<file path="src/rtl/dmem_arbiter_pkg.sv">
`default_nettype none
// ============================================================================
// Module      : dmem_arbiter_pkg
// Description : Shared constants and grant helper for the data-memory arbiter
// Revision    : 1.0 - initial release
// ============================================================================
package dmem_arbiter_pkg;

  // Port identifiers: port 0 is the core load/store path, port 1 is debug
  localparam logic c_ARB_PORT_CORE = 1'b0;
  localparam logic c_ARB_PORT_DBG  = 1'b1;
  localparam int   c_NUM_PORTS     = 2;

  // Grant vector for the current cycle. While locked, only the owner may be
  // granted; otherwise a single requester wins outright and a tie goes to prio.
  function automatic logic [1:0] arb_grant(
    input logic [1:0] req,
    input logic       locked,
    input logic       owner,
    input logic       prio
  );
    logic [1:0] g;
    g = 2'b00;
    if (locked) begin
      g[owner] = req[owner];
    end else if (req == 2'b11) begin
      g[prio] = 1'b1;
    end else begin
      g = req;
    end
    return g;
  endfunction

endpackage : dmem_arbiter_pkg
`default_nettype wire

</file>
<file path="src/rtl/dmem_arbiter.sv">
`default_nettype none
// ============================================================================
// Module      : dmem_arbiter
// Description : Two-port round-robin arbiter with RMW lock in front of the
//               single data-memory port; read data returns one cycle after
//               grant on the granted port.
// Revision    : 1.0 - initial release
// ============================================================================
module dmem_arbiter
  import dmem_arbiter_pkg::*;
#(
  parameter int DATA_WIDTH = 32,
  parameter int ADDR_WIDTH = 10
) (
  input  logic                  clk,
  input  logic                  reset,
  // port 0 (core)
  input  logic                  req0,
  input  logic                  we0,
  input  logic                  lock0,
  input  logic [ADDR_WIDTH-1:0] addr0,
  input  logic [DATA_WIDTH-1:0] wdata0,
  output logic                  gnt0,
  output logic                  rvalid0,
  output logic [DATA_WIDTH-1:0] rdata0,
  // port 1 (debug / loader)
  input  logic                  req1,
  input  logic                  we1,
  input  logic                  lock1,
  input  logic [ADDR_WIDTH-1:0] addr1,
  input  logic [DATA_WIDTH-1:0] wdata1,
  output logic                  gnt1,
  output logic                  rvalid1,
  output logic [DATA_WIDTH-1:0] rdata1,
  // data memory
  output logic                  mem_read,
  output logic                  mem_write,
  output logic [ADDR_WIDTH-1:0] mem_addr,
  output logic [DATA_WIDTH-1:0] mem_wdata,
  input  logic [DATA_WIDTH-1:0] mem_rdata
);

  // Arbitration state
  logic r_prio;
  logic r_owner;
  logic r_locked;

  // Per-port read-return registers
  logic [c_NUM_PORTS-1:0] r_rvalid;
  logic [DATA_WIDTH-1:0]  r_rdata [c_NUM_PORTS];

  // Port signals gathered into vectors so both ports share one code path
  logic [c_NUM_PORTS-1:0] w_req;
  logic [c_NUM_PORTS-1:0] w_we;
  logic [c_NUM_PORTS-1:0] w_lock;
  logic [c_NUM_PORTS-1:0] w_gnt;
  logic                   w_any_gnt;
  logic                   w_gnt_port;

  assign w_req  = {req1, req0};
  assign w_we   = {we1, we0};
  assign w_lock = {lock1, lock0};

  assign w_gnt      = arb_grant(w_req, r_locked, r_owner, r_prio);
  assign w_any_gnt  = |w_gnt;
  assign w_gnt_port = w_gnt[1] ? c_ARB_PORT_DBG : c_ARB_PORT_CORE;

  assign gnt0    = w_gnt[0];
  assign gnt1    = w_gnt[1];
  assign rvalid0 = r_rvalid[0];
  assign rvalid1 = r_rvalid[1];
  assign rdata0  = r_rdata[0];
  assign rdata1  = r_rdata[1];

  // Steer the granted port onto the memory bus; an idle bus drives zeros
  always_comb begin
    mem_read  = 1'b0;
    mem_write = 1'b0;
    mem_addr  = '0;
    mem_wdata = '0;
    if (w_any_gnt) begin
      mem_read  = ~w_we[w_gnt_port];
      mem_write = w_we[w_gnt_port];
      mem_addr  = (w_gnt_port == c_ARB_PORT_DBG) ? addr1  : addr0;
      mem_wdata = (w_gnt_port == c_ARB_PORT_DBG) ? wdata1 : wdata0;
    end
  end

  // Round-robin priority and lock ownership; prio only moves on an unlocked
  // grant or on the grant that releases the lock
  always_ff @(posedge clk) begin
    if (reset) begin
      r_prio   <= c_ARB_PORT_CORE;
      r_owner  <= c_ARB_PORT_CORE;
      r_locked <= 1'b0;
    end else if (w_any_gnt) begin
      if (!r_locked) begin
        r_prio <= ~w_gnt_port;
        if (w_lock[w_gnt_port]) begin
          r_locked <= 1'b1;
          r_owner  <= w_gnt_port;
        end
      end else if (!w_lock[w_gnt_port]) begin
        r_locked <= 1'b0;
        r_prio   <= ~w_gnt_port;
      end
    end
  end

  // One read-return register set per port: rvalid pulses for one cycle after
  // a read grant, rdata holds until the next read on that port
  generate
    for (genvar i = 0; i < c_NUM_PORTS; i++) begin : g_port
      always_ff @(posedge clk) begin
        if (reset) begin
          r_rvalid[i] <= 1'b0;
          r_rdata[i]  <= '0;
        end else begin
          r_rvalid[i] <= w_gnt[i] & ~w_we[i];
          if (w_gnt[i] && !w_we[i]) begin
            r_rdata[i] <= mem_rdata;
          end
        end
      end
    end
  endgenerate

endmodule : dmem_arbiter
`default_nettype wire
</file>
<file path="config.mk">
export PLATFORM = sky130hd
export DESIGN_NAME = dmem_arbiter
export DESIGN_NICKNAME = d
export VERILOG_FILES = /design/src/rtl/dmem_arbiter_pkg.sv /design/src/rtl/dmem_arbiter.sv
export SDC_FILE = /design/constraint.sdc
export NUM_CORES = 1
export LEC_CHECK = 0
export CAP_MARGIN = 25
export CORE_ASPECT_RATIO = 1.5
export CORE_UTILIZATION = 34
export DETAILED_ROUTE_END_ITERATION = 8
export GPL_TIMING_DRIVEN = 0
export MAX_ROUTING_LAYER = met4
export PLACE_DENSITY = 0.82
export SYNTH_ARGS = -nofsm -noshare
export SYNTH_HDL_FRONTEND = slang
export SYNTH_SLANG_ARGS = --single-unit
</file>
<file path="constraint.sdc">
create_clock -name clk -period 2.5 [get_ports clk]
set_input_delay 0.625 -clock clk [delete_from_list [all_inputs] [get_ports clk]]
set_output_delay 0.625 -clock clk [all_outputs]
set_load 0.03 [all_outputs]
</file>
==> impl_metrics.py, run 1 <==
metrics = {
    "power": {
        "p_leak_nw": 2.32,
        "p_total_w": 0.00356,
        "cellPowerDensity_mw_per_mm2": 609,
        "ir_drop_mv": 0.419,
    },
    "finish": {
        "drive_gt1_share_pct": 17.0,
        "area_growth_syn_to_layout_pct": 84.4,
        "final_cell_mix": "clkdlybuf4s50_1, nor2_1, edfxtp_1",
        "layout.cells.non_filler": 624,
        "mostFrequentLayoutCell": "clkdlybuf4s50_1",
        "nNetsFinal": 632,
    },
    "timing": {
        "fmax_mhz": 411,
        "fin_crit_ns": 2.43,
        "period_share_pct": 97.3,
        "finalClockSkew_ns": 0.00445,
        "worst_pin_slew_ns": 0.825,
        "drv_slew": 0,
        "setup_violations": 0,
        "finalHoldViolations": 0,
        "rsz0062_at_grt": "no",
        "slew_headroom_pct": 45.0,
    },
    "clock_network": {
        "insertion_delay_ns": 0.32,
        "clk_pin_slew_worst_paths_ns": 0.05,
        "cts_made_buffers": 9,
        "cts_max_level": 3,
        "cts_tree": "yes",
        "cts.sinks": 69,
        "ctsLongestPathBuffers": 2,
        "root_buffer": "clkbuf_16",
    },
    "routing": {
        "drt-vias-per-instance": 4.95,
        "ant_nets": 0,
        "drt_wl_total_mm": 10.7,
        "wl_met2_mm": 5.61,
        "route.met3.wl_mm": 1.02,
        "top_layer_used": "met4",
        "drtIter0Drc": 161,
        "wl_met1_mm": 3.71,
        "vias": 3088,
        "drtPass1Iterations": 4,
        "avgRoutedWirePerCell_um": 17.2,
        "remaining_drc_errors": 0,
    },
    "worst_setup_path": {
        "cp_max_fo": 10,
        "r2r_slack_ns": 0.25,
        "crit_required_ns": 1.88,
        "end_kind": "output pin",
        "regToRegStartpoint": "r_locked",
        "ff2ff_path_depth": 7,
        "arrival_ns": 1.81,
        "crit_path_start_kind": "input pin",
        "worstReg2RegEnd": "r_rdata[0][10]",
        "critical_path_class": "input pin to output pin",
    },
    "global_route": {
        "grt_pass1_vias": 3062,
        "grt-ovfl-total": 0,
        "grt_pass1_wl_mm": 15.7,
        "grt_max_degree": 33,
        "grtUsageTotal_pct": 23.0,
        "antenna_found_initial": 1,
    },
    "synth": {
        "synth-seq-cells": 69,
        "synthesis.area_sq_mm": 0.00317,
        "synth_cell_types": 23,
        "syn_nets": 380,
        "synthCells": 256,
        "yosysSeqAreaShare_pct": 63.8,
        "syn_avg_cell_area_sq_um": 12.4,
        "ys_warn_count": 0,
    },
    "die": {
        "die-area_sq_mm": 0.00972,
        "fp.coreArea_sq_mm": 0.00893,
        "row_count": 42,
        "floorplan.initialDensity_pct": 35.5,
        "fp.dieW_um": 80.8,
        "ios": 236,
        "die_y_um": 120,
    },
    "worst_hold_path": {
        "hold_start": "r_prio",
        "hold_path.class": "flop to flop",
        "min_path_cells": 3,
        "whs_endpoint": "r_prio",
    },
    "outcome": {
        "status": "complete, no violations",
    },
    "placement": {
        "dp.cells": 600,
        "gp_congestion": 0.795,
        "post-dp-hpwl_mm": 8.45,
        "port_buffers": 234,
    },
    "flow_run": {
        "cap_violations": 0,
    },
}
==> worst max path at each step <==
stage / cells past startpoint / from / end
after global routing: 7 / req1 / mem_wdata[2]
after CTS: 7 / req1 / mem_wdata[20]
final: 7 / req1 / mem_wdata[4]
after detailed placement: 7 / req0 / mem_wdata[16]
after floorplan: 3 / reset / r_rdata[0][0]
after global placement: 7 / req0 / mem_wdata[16]
==> flip-flops by register name (all words and copies together) (netlist names) <==
signal / cells
rvalid0: 1
r_prio: 1
r_locked: 1
r_owner: 1
r_rdata: 64
rvalid1: 1
==> cells in the mapped netlist (all sizes together) <==
cell / number / share of area (%)
o211a: 1 / 0.32
nand3b: 1 / 0.24
a21oi: 2 / 0.32
a21o: 1 / 0.24
nor2: 67 / 7.9
edfxtp: 64 / 61
a22o: 43 / 12
a21boi: 1 / 0.24
nand2b: 38 / 7.5
dfxtp: 5 / 3.2
a2111oi: 1 / 0.47
nor3b: 1 / 0.24
and3: 1 / 0.20
buf: 18 / 4.6
clkbuf: 4 / 0.47
a41oi: 1 / 0.28
a221oi: 1 / 0.28
nand2: 2 / 0.24
inv: 2 / 0.24
a311oi: 1 / 0.28
o21a: 1 / 0.24
==> where the power goes <==
part	switching [W]	internal, W	total (W)	leakage, nW
sequential	0.0000280	0.00135	0.00138	0.717
combinational	0.000588	0.000501	0.00109	1.49
clock	0.000433	0.000656	0.00109	0.119
total	0.00105	0.00251	0.00356	2.32
==> worst max-delay path, stage by stage <==
cell	delay, ns
clkdlybuf4s15_2	0.23
nand3b_1	0.08
and3_1	0.18
buf_6	0.15
buf_4	0.17
a22o_1	0.19
buf_4	0.17
==> layout make-up <==
type / count / area [sq um]
fillers: 754 / 3090
repair buffers: 242 / 2230
clock inverters: 6 / 30.0
plain buffers: 21 / 186
multi-input cells: 163 / 992
well taps: 110 / 138
diodes: 1 / 2.50
inverters: 2 / 7.51
clock buffers: 10 / 229
flip-flops and latches: 69 / 2020
==> layer usage <==
layer	vias up	track usage, %
met2	215	39.8
met4	0	11.4
met1	1414	23.6
li1	1432	-
met3	27	5.74
met5	-	-
==> cells by family (layout without fill, tap and decap cells) <==
| kind of cell | after synthesis | in the layout | synth area share, % |
|---|---|---|---|
| AOI/OAI and AO/OA | 53 | 53 | 14.5 |
| other | 0 | 1 | 0 |
| and+or+nand+nor | 110 | 110 | 16.4 |
| buffers and inverters | 24 | 281 | 5.29 |
| DFF | 69 | 69 | 63.8 |
==> what timing repair did <==
action	4_1_cts	5_1_grt
endpoints found under the setup margin	46	38
gates resized for setup	232	29
cloned	1	0
endpoints found under the hold margin	0	0
buffers inserted	2	5
hold buffers	0	0
pin swaps	2	0
==> per-stage QoR <==
step / area [sq um] / util [%] / setup TNS (ns) / setup WS (ns) / hold slack, ns
2_1_floorplan: 3170 / - / 0 / 0.170 / 0.543
3_3_place_gp: 5650 / 63.2 / -82.42 / -0.838 / 0.571
3_5_place_dp: 5650 / 63.3 / -55.58 / -0.879 / 0.627
4_1_cts: 5760 / 64.4 / 0 / 0.00492 / 0.635
5_1_grt: 5840 / 65.4 / 0 / 0.00579 / 0.672
6_report: 5840 / 65.4 / 0 / 0.0676 / 0.646
(Power assumes the default switching activity.)
==> run 2: changes to the inputs <==
TNS_END_PERCENT = 1   (was not set)
==> run 2 against run 1 <==
  * Sequential share of layout area rose by 0.089 points
  * Critical path depth stayed put
  * First-iteration DRC count is 3.1% lower
  * Sequential cell count unchanged
  * Via count increased by 0.62%
  * Wire length rose by 1.2%
  * Critical path type unchanged
==> impl_metrics.py, run 2 (synthesis results as in run 1) <==
metrics = {
    "finish": {
        "drive_gt1_share_pct": 16.8,
        "largest_register_ffs": 64,
        "mostFrequentLayoutCell": "clkdlybuf4s50_1",
        "final_cell_mix": "clkdlybuf4s50_1, nor2_1, edfxtp_1",
        "nNetsFinal": 631,
        "area_growth_syn_to_layout_pct": 83.9,
        "stdcell_area_sq_mm": 0.00583,
        "regMostFlops": "r_rdata",
    },
    "power": {
        "pwr-share-clk_pct": 30.6,
        "pwr-share-seq_pct": 38.8,
        "p_comb_share_pct": 30.5,
        "switchingPower_w": 0.00105,
        "ir_drop_mv": 0.423,
        "p_leak_nw": 2.31,
        "switching_share_pct": 29.5,
        "p_int_w": 0.00250,
        "cellPowerDensity_mw_per_mm2": 610,
    },
    "clock_network": {
        "clk_pin_slew_worst_paths_ns": 0.05,
        "insertion_delay_ns": 0.32,
        "ctsLongestPathBuffers": 2,
        "ctsHoldBuffers": 0,
        "cts_tree": "yes",
        "cts_max_level": 3,
        "root_buffer": "clkbuf_16",
        "cts.sinks": 69,
        "cts_made_buffers": 9,
    },
    "die": {
        "die-area_sq_mm": 0.00972,
        "die_y_um": 120,
        "fp.coreArea_sq_mm": 0.00893,
        "ios": 236,
        "floorplan.initialDensity_pct": 35.5,
        "row_count": 42,
        "fp.dieW_um": 80.8,
    },
    "placement": {
        "gp_congestion": 0.795,
        "port_buffers": 234,
        "place_area_sq_mm": 0.00565,
        "pre_cts_ws_ns": -0.879,
        "post-dp-hpwl_mm": 8.45,
    },
    "timing": {
        "fmax_mhz": 410,
        "tns_ns": 0,
        "worst_pin_slew_ns": 0.831,
        "slew_headroom_pct": 44.6,
        "fin_crit_ns": 2.44,
        "rsz0062_at_grt": "no",
        "finalHoldViolations": 0,
        "layout_setup_ws_ns": 0.0585,
        "finalClockSkew_ns": 0.00377,
        "period_share_pct": 97.7,
        "drv_slew": 0,
        "setup_violations": 0,
    },
    "routing": {
        "ant_nets": 0,
        "drt_wl_total_mm": 10.9,
        "avgRoutedWirePerCell_um": 17.4,
        "remaining_drc_errors": 0,
        "vias": 3107,
        "drtIter0Drc": 156,
        "drt-vias-per-instance": 4.99,
        "drtPass1Iterations": 5,
    },
    "global_route": {
        "grt_max_degree": 33,
        "grtUsageTotal_pct": 23.1,
        "grt_pass1_wl_mm": 15.8,
        "antenna_found_initial": 1,
        "grt-ovfl-total": 0,
        "grt_pass1_vias": 3067,
    },
    "worst_setup_path": {
        "critical_path_class": "input pin to output pin",
        "arrival_ns": 1.82,
        "end_kind": "output pin",
        "crit_required_ns": 1.88,
        "crit_path_start_kind": "input pin",
        "cp_max_fo": 10,
    },
    "worst_hold_path": {
        "hold_path.class": "flop to flop",
    },
    "flow_run": {
        "cap_violations": 0,
    },
    "outcome": {
        "status": "complete, no violations",
    },
}
-- run 2: changes by cell type in the layout (fill, tap and decap cells not counted), sizes merged --
cell and delta:
clkdlybuf4s15 +1, buf -4, clkbuf +2
-- run 2: timing repair --
item                                    CTS  global route
buffers inserted                          2             2
resized for setup                       236            14
endpoints found under the setup margin   46            41
cloned                                    1             1
pin swaps                                 4             0
-- run 2: worst paths after layout --
check / slack [ns] / cells past startpoint / from / endpoint
setup / recovery: 0.06 / 7 / req0 / mem_wdata[30]
hold / removal: 0.65 / 3 / r_prio / r_prio
setup reg to reg: 0.29 / 7 / r_locked / r_rdata[0][9]
hold reg to reg: 0.65 / 3 / r_prio / r_prio
-- run 2: cell type report --
type	instances	area [sq um]
clock buffers	10	229
well taps	110	138
clock inverters	6	30.0
multi-input cells	163	988
fillers	760	3110
inverters	2	7.51
flip-flops and latches	69	2020
diodes	1	2.50
plain buffers	22	186
repair buffers	240	2220
-- run 2: per-stage QoR --
stage          instances  utilization, %  hold slack, ns  total power, W
6_report             623            65.2           0.646         0.00355
3_5_place_dp         600            63.3           0.627         0.00253
2_1_floorplan        256               -           0.543         0.00197
5_1_grt              623            65.2           0.672         0.00369
4_1_cts              619            64.6           0.635         0.00356
3_3_place_gp         600            63.2           0.571         0.00251
-- run 2: power by group through the flow --
stage,combinational (W),clock [W],sequential [W]
2_1_floorplan,0.000413,0,0.00155
3_3_place_gp,0.00111,0,0.00140
3_5_place_dp,0.00112,0,0.00140
4_1_cts,0.00107,0.00111,0.00138
5_1_grt,0.00114,0.00116,0.00138
6_report,0.00108,0.00109,0.00138
-- run 2: worst max-delay path, stage by stage --
cell      delay, ns
buf_2          0.13
nand2b_1       0.08
o211a_1        0.27
buf_6          0.15
buf_6          0.14
a22o_1         0.23
clkbuf_4       0.18
-- run 2: layer usage --
metal	vias up	GRT usage [%]	part of all wire [%]
met5	-	-	0
met4	0	12.4	4.1
met3	33	5.96	9.1
met2	220	39.7	52
met1	1425	23.5	35
li1	1429	-	-
==> run 3: changes to the inputs <==
==> constraint.sdc (replaced) <==
create_clock -name clk -period 2.5 [get_ports clk]
set_input_delay 0.5 -clock clk [delete_from_list [all_inputs] [get_ports clk]]
set_output_delay 0.5 -clock clk [all_outputs]
set_load 0.03 [all_outputs]
==> run 3 against run 2 <==
  * Sequential cell count did not move
  * Die area did not move
  * Worst setup slack got worse by 0.048 ns
  * Wire length fell by 0.88%
  * First-iteration DRC count fell by 6.4%
  * Final cell count fell by 1.1%
  * Clock power barely moved
  * Highest routed layer unchanged
==> impl_metrics.py, run 3 (synthesis results as in run 1) <==
metrics = {
    "outcome": {
        "status": "complete, no violations",
    },
    "placement": {
        "post-dp-hpwl_mm": 8.45,
        "dp.cells": 600,
        "place_area_sq_mm": 0.00565,
        "gp_congestion": 0.795,
        "pre_cts_ws_ns": -0.629,
        "port_buffers": 234,
    },
    "worst_setup_path": {
        "ff2ff_path_depth": 5,
        "cp_slowest_cell": "clkdlybuf4s15_2",
        "crit_required_ns": 2.00,
        "regToRegStartpoint": "r_prio",
        "path_cells": "clkdlybuf4s15_1 -> nand2b_1 -> o211a_1 -> buf_4 -> buf_6 -> a22o_1 -> clkdlybuf4s15_2",
        "worstReg2RegEnd": "r_rdata[1][4]",
        "end_kind": "output pin",
        "r2r_slack_ns": 0.38,
        "arrival_ns": 1.99,
        "crit_path_start_kind": "input pin",
        "critical_path_class": "input pin to output pin",
        "cp_max_fo": 10,
        "startpoint": "req0",
        "crit_end": "mem_wdata[19]",
        "cpPeakStageDelay_ns": 0.28,
    },
    "power": {
        "pwr-share-clk_pct": 30.6,
        "switching_share_pct": 29.4,
        "pwr-share-seq_pct": 38.9,
        "p_leak_nw": 2.27,
        "p_int_w": 0.00250,
        "p_comb_share_pct": 30.5,
        "cellPowerDensity_mw_per_mm2": 603,
        "ir_drop_mv": 0.419,
        "switchingPower_w": 0.00104,
    },
    "routing": {
        "drt-vias-per-instance": 5.00,
        "vias": 3080,
        "remaining_drc_errors": 0,
        "avgRoutedWirePerCell_um": 17.5,
        "drtPass1Iterations": 4,
        "drtIter0Drc": 146,
        "ant_nets": 0,
        "drt_wl_total_mm": 10.8,
    },
    "finish": {
        "layout.cells.non_filler": 616,
        "nNetsFinal": 624,
        "area_growth_syn_to_layout_pct": 85.7,
        "mostFrequentLayoutCell": "clkdlybuf4s50_1",
        "fillCellCount": 721,
        "final_cell_mix": "clkdlybuf4s50_1, nor2_1, edfxtp_1",
        "drive_gt1_share_pct": 14.3,
        "regMostFlops": "r_rdata",
        "stdcell_area_sq_mm": 0.00588,
        "largest_register_ffs": 64,
    },
    "clock_network": {
        "ctsLongestPathBuffers": 2,
        "ctsHoldBuffers": 0,
        "cts_setup_buffers": 0,
        "cts_made_buffers": 9,
        "insertion_delay_ns": 0.32,
        "cts_tree": "yes",
        "cts.sinks": 69,
        "cts_max_level": 3,
        "root_buffer": "clkbuf_16",
        "clk_pin_slew_worst_paths_ns": 0.05,
    },
    "global_route": {
        "grtUsageTotal_pct": 23.1,
        "antenna_found_initial": 1,
        "grt_max_degree": 33,
        "grt_pass1_vias": 3059,
        "grt_pass1_wl_mm": 15.8,
        "grt-ovfl-total": 0,
    },
    "timing": {
        "slew_headroom_pct": 44.4,
        "setup_violations": 0,
        "layout_setup_ws_ns": 0.0105,
        "rsz0062_at_grt": "yes",
        "drv_slew": 0,
        "fin_crit_ns": 2.49,
        "worst_pin_slew_ns": 0.835,
        "fmax_mhz": 402,
        "finalHoldViolations": 0,
        "finalClockSkew_ns": 0.00505,
        "period_share_pct": 99.6,
    },
    "die": {
        "fp.dieW_um": 80.8,
        "floorplan.initialDensity_pct": 35.5,
        "row_count": 42,
        "die-area_sq_mm": 0.00972,
        "fp.coreArea_sq_mm": 0.00893,
        "ios": 236,
        "die_y_um": 120,
    },
    "flow_run": {
        "cap_violations": 0,
    },
    "worst_hold_path": {
        "hold_path.class": "flop to flop",
    },
}
run 3: changes by cell type in the layout (fill, tap and decap cells not counted), moves of 2 or more:
cell	before	now
clkdlybuf4s15_1	0	2
dlygate4sd2_1	1	6
clkdlybuf4s15_2	6	29
buf_4	10	2
clkbuf_4	6	0
buf_2	35	18
buf_6	13	8
run 3: area by class of cell:
type,count,area (sq um),share of cell area [%]
Multi-Input combinational cell,163,983,16.7
Tap cell,110,138,2.34
Antenna cell,1,2.50,0.0425
Clock buffer,10,229,3.89
Clock inverter,6,30.0,0.510
Sequential cell,69,2020,34.4
Inverter,2,7.51,0.128
Buffer,21,155,2.64
Timing Repair Buffer,234,2320,39.4
run 3: power by group through the flow:
stage | combinational (W) | sequential, W | clock (W)
floorplan | 0.000413 | 0.00155 | 0
global placement | 0.00111 | 0.00140 | 0
detailed placement | 0.00112 | 0.00140 | 0
CTS | 0.00109 | 0.00138 | 0.00111
global route | 0.00114 | 0.00139 | 0.00116
finish | 0.00108 | 0.00138 | 0.00109
run 3: per-stage QoR:
stage / hold slack, ns / power, W / utilization [%] / TNS, ns
finish: 0.645 / 0.00355 / 65.9 / 0
global route: 0.654 / 0.00368 / 65.9 / -1.03
CTS: 0.635 / 0.00357 / 65.9 / -0.237
detailed placement: 0.627 / 0.00253 / 63.3 / -36.08
global placement: 0.571 / 0.00251 / 63.2 / -62.92
floorplan: 0.543 / 0.00197 / - / 0
run 3: critical path: cells and delay by family:
family,cells,cell delay [ns]
AND/OR/NAND/NOR,1,0.12
AO/OA/AOI/OAI,2,0.49
buffers and inverters,4,0.87
run 3: how the worst min path moves through the flow:
stage / startpoint / end / cells after the start
floorplan: r_locked / r_owner / 2
global placement: r_locked / r_owner / 2
detailed placement: r_prio / r_prio / 3
CTS: r_prio / r_prio / 3
global route: r_locked / r_owner / 2
finish: r_locked / r_owner / 2
run 3: what timing repair did:
action | in CTS | in global routing
endpoints found under the hold margin | 0 | 0
pin swaps | 0 | 0
gates resized for setup | 148 | 5
setup endpoints to repair | 46 | 34
run 3: layer usage:
metal,share of wire (%),vias up,track usage (%)
met4,4.1,0,12.4
met1,36,1423,23.7
met3,8.8,31,6.11
li1,-,1417,-
met2,51,209,39.2
met5,0,-,-
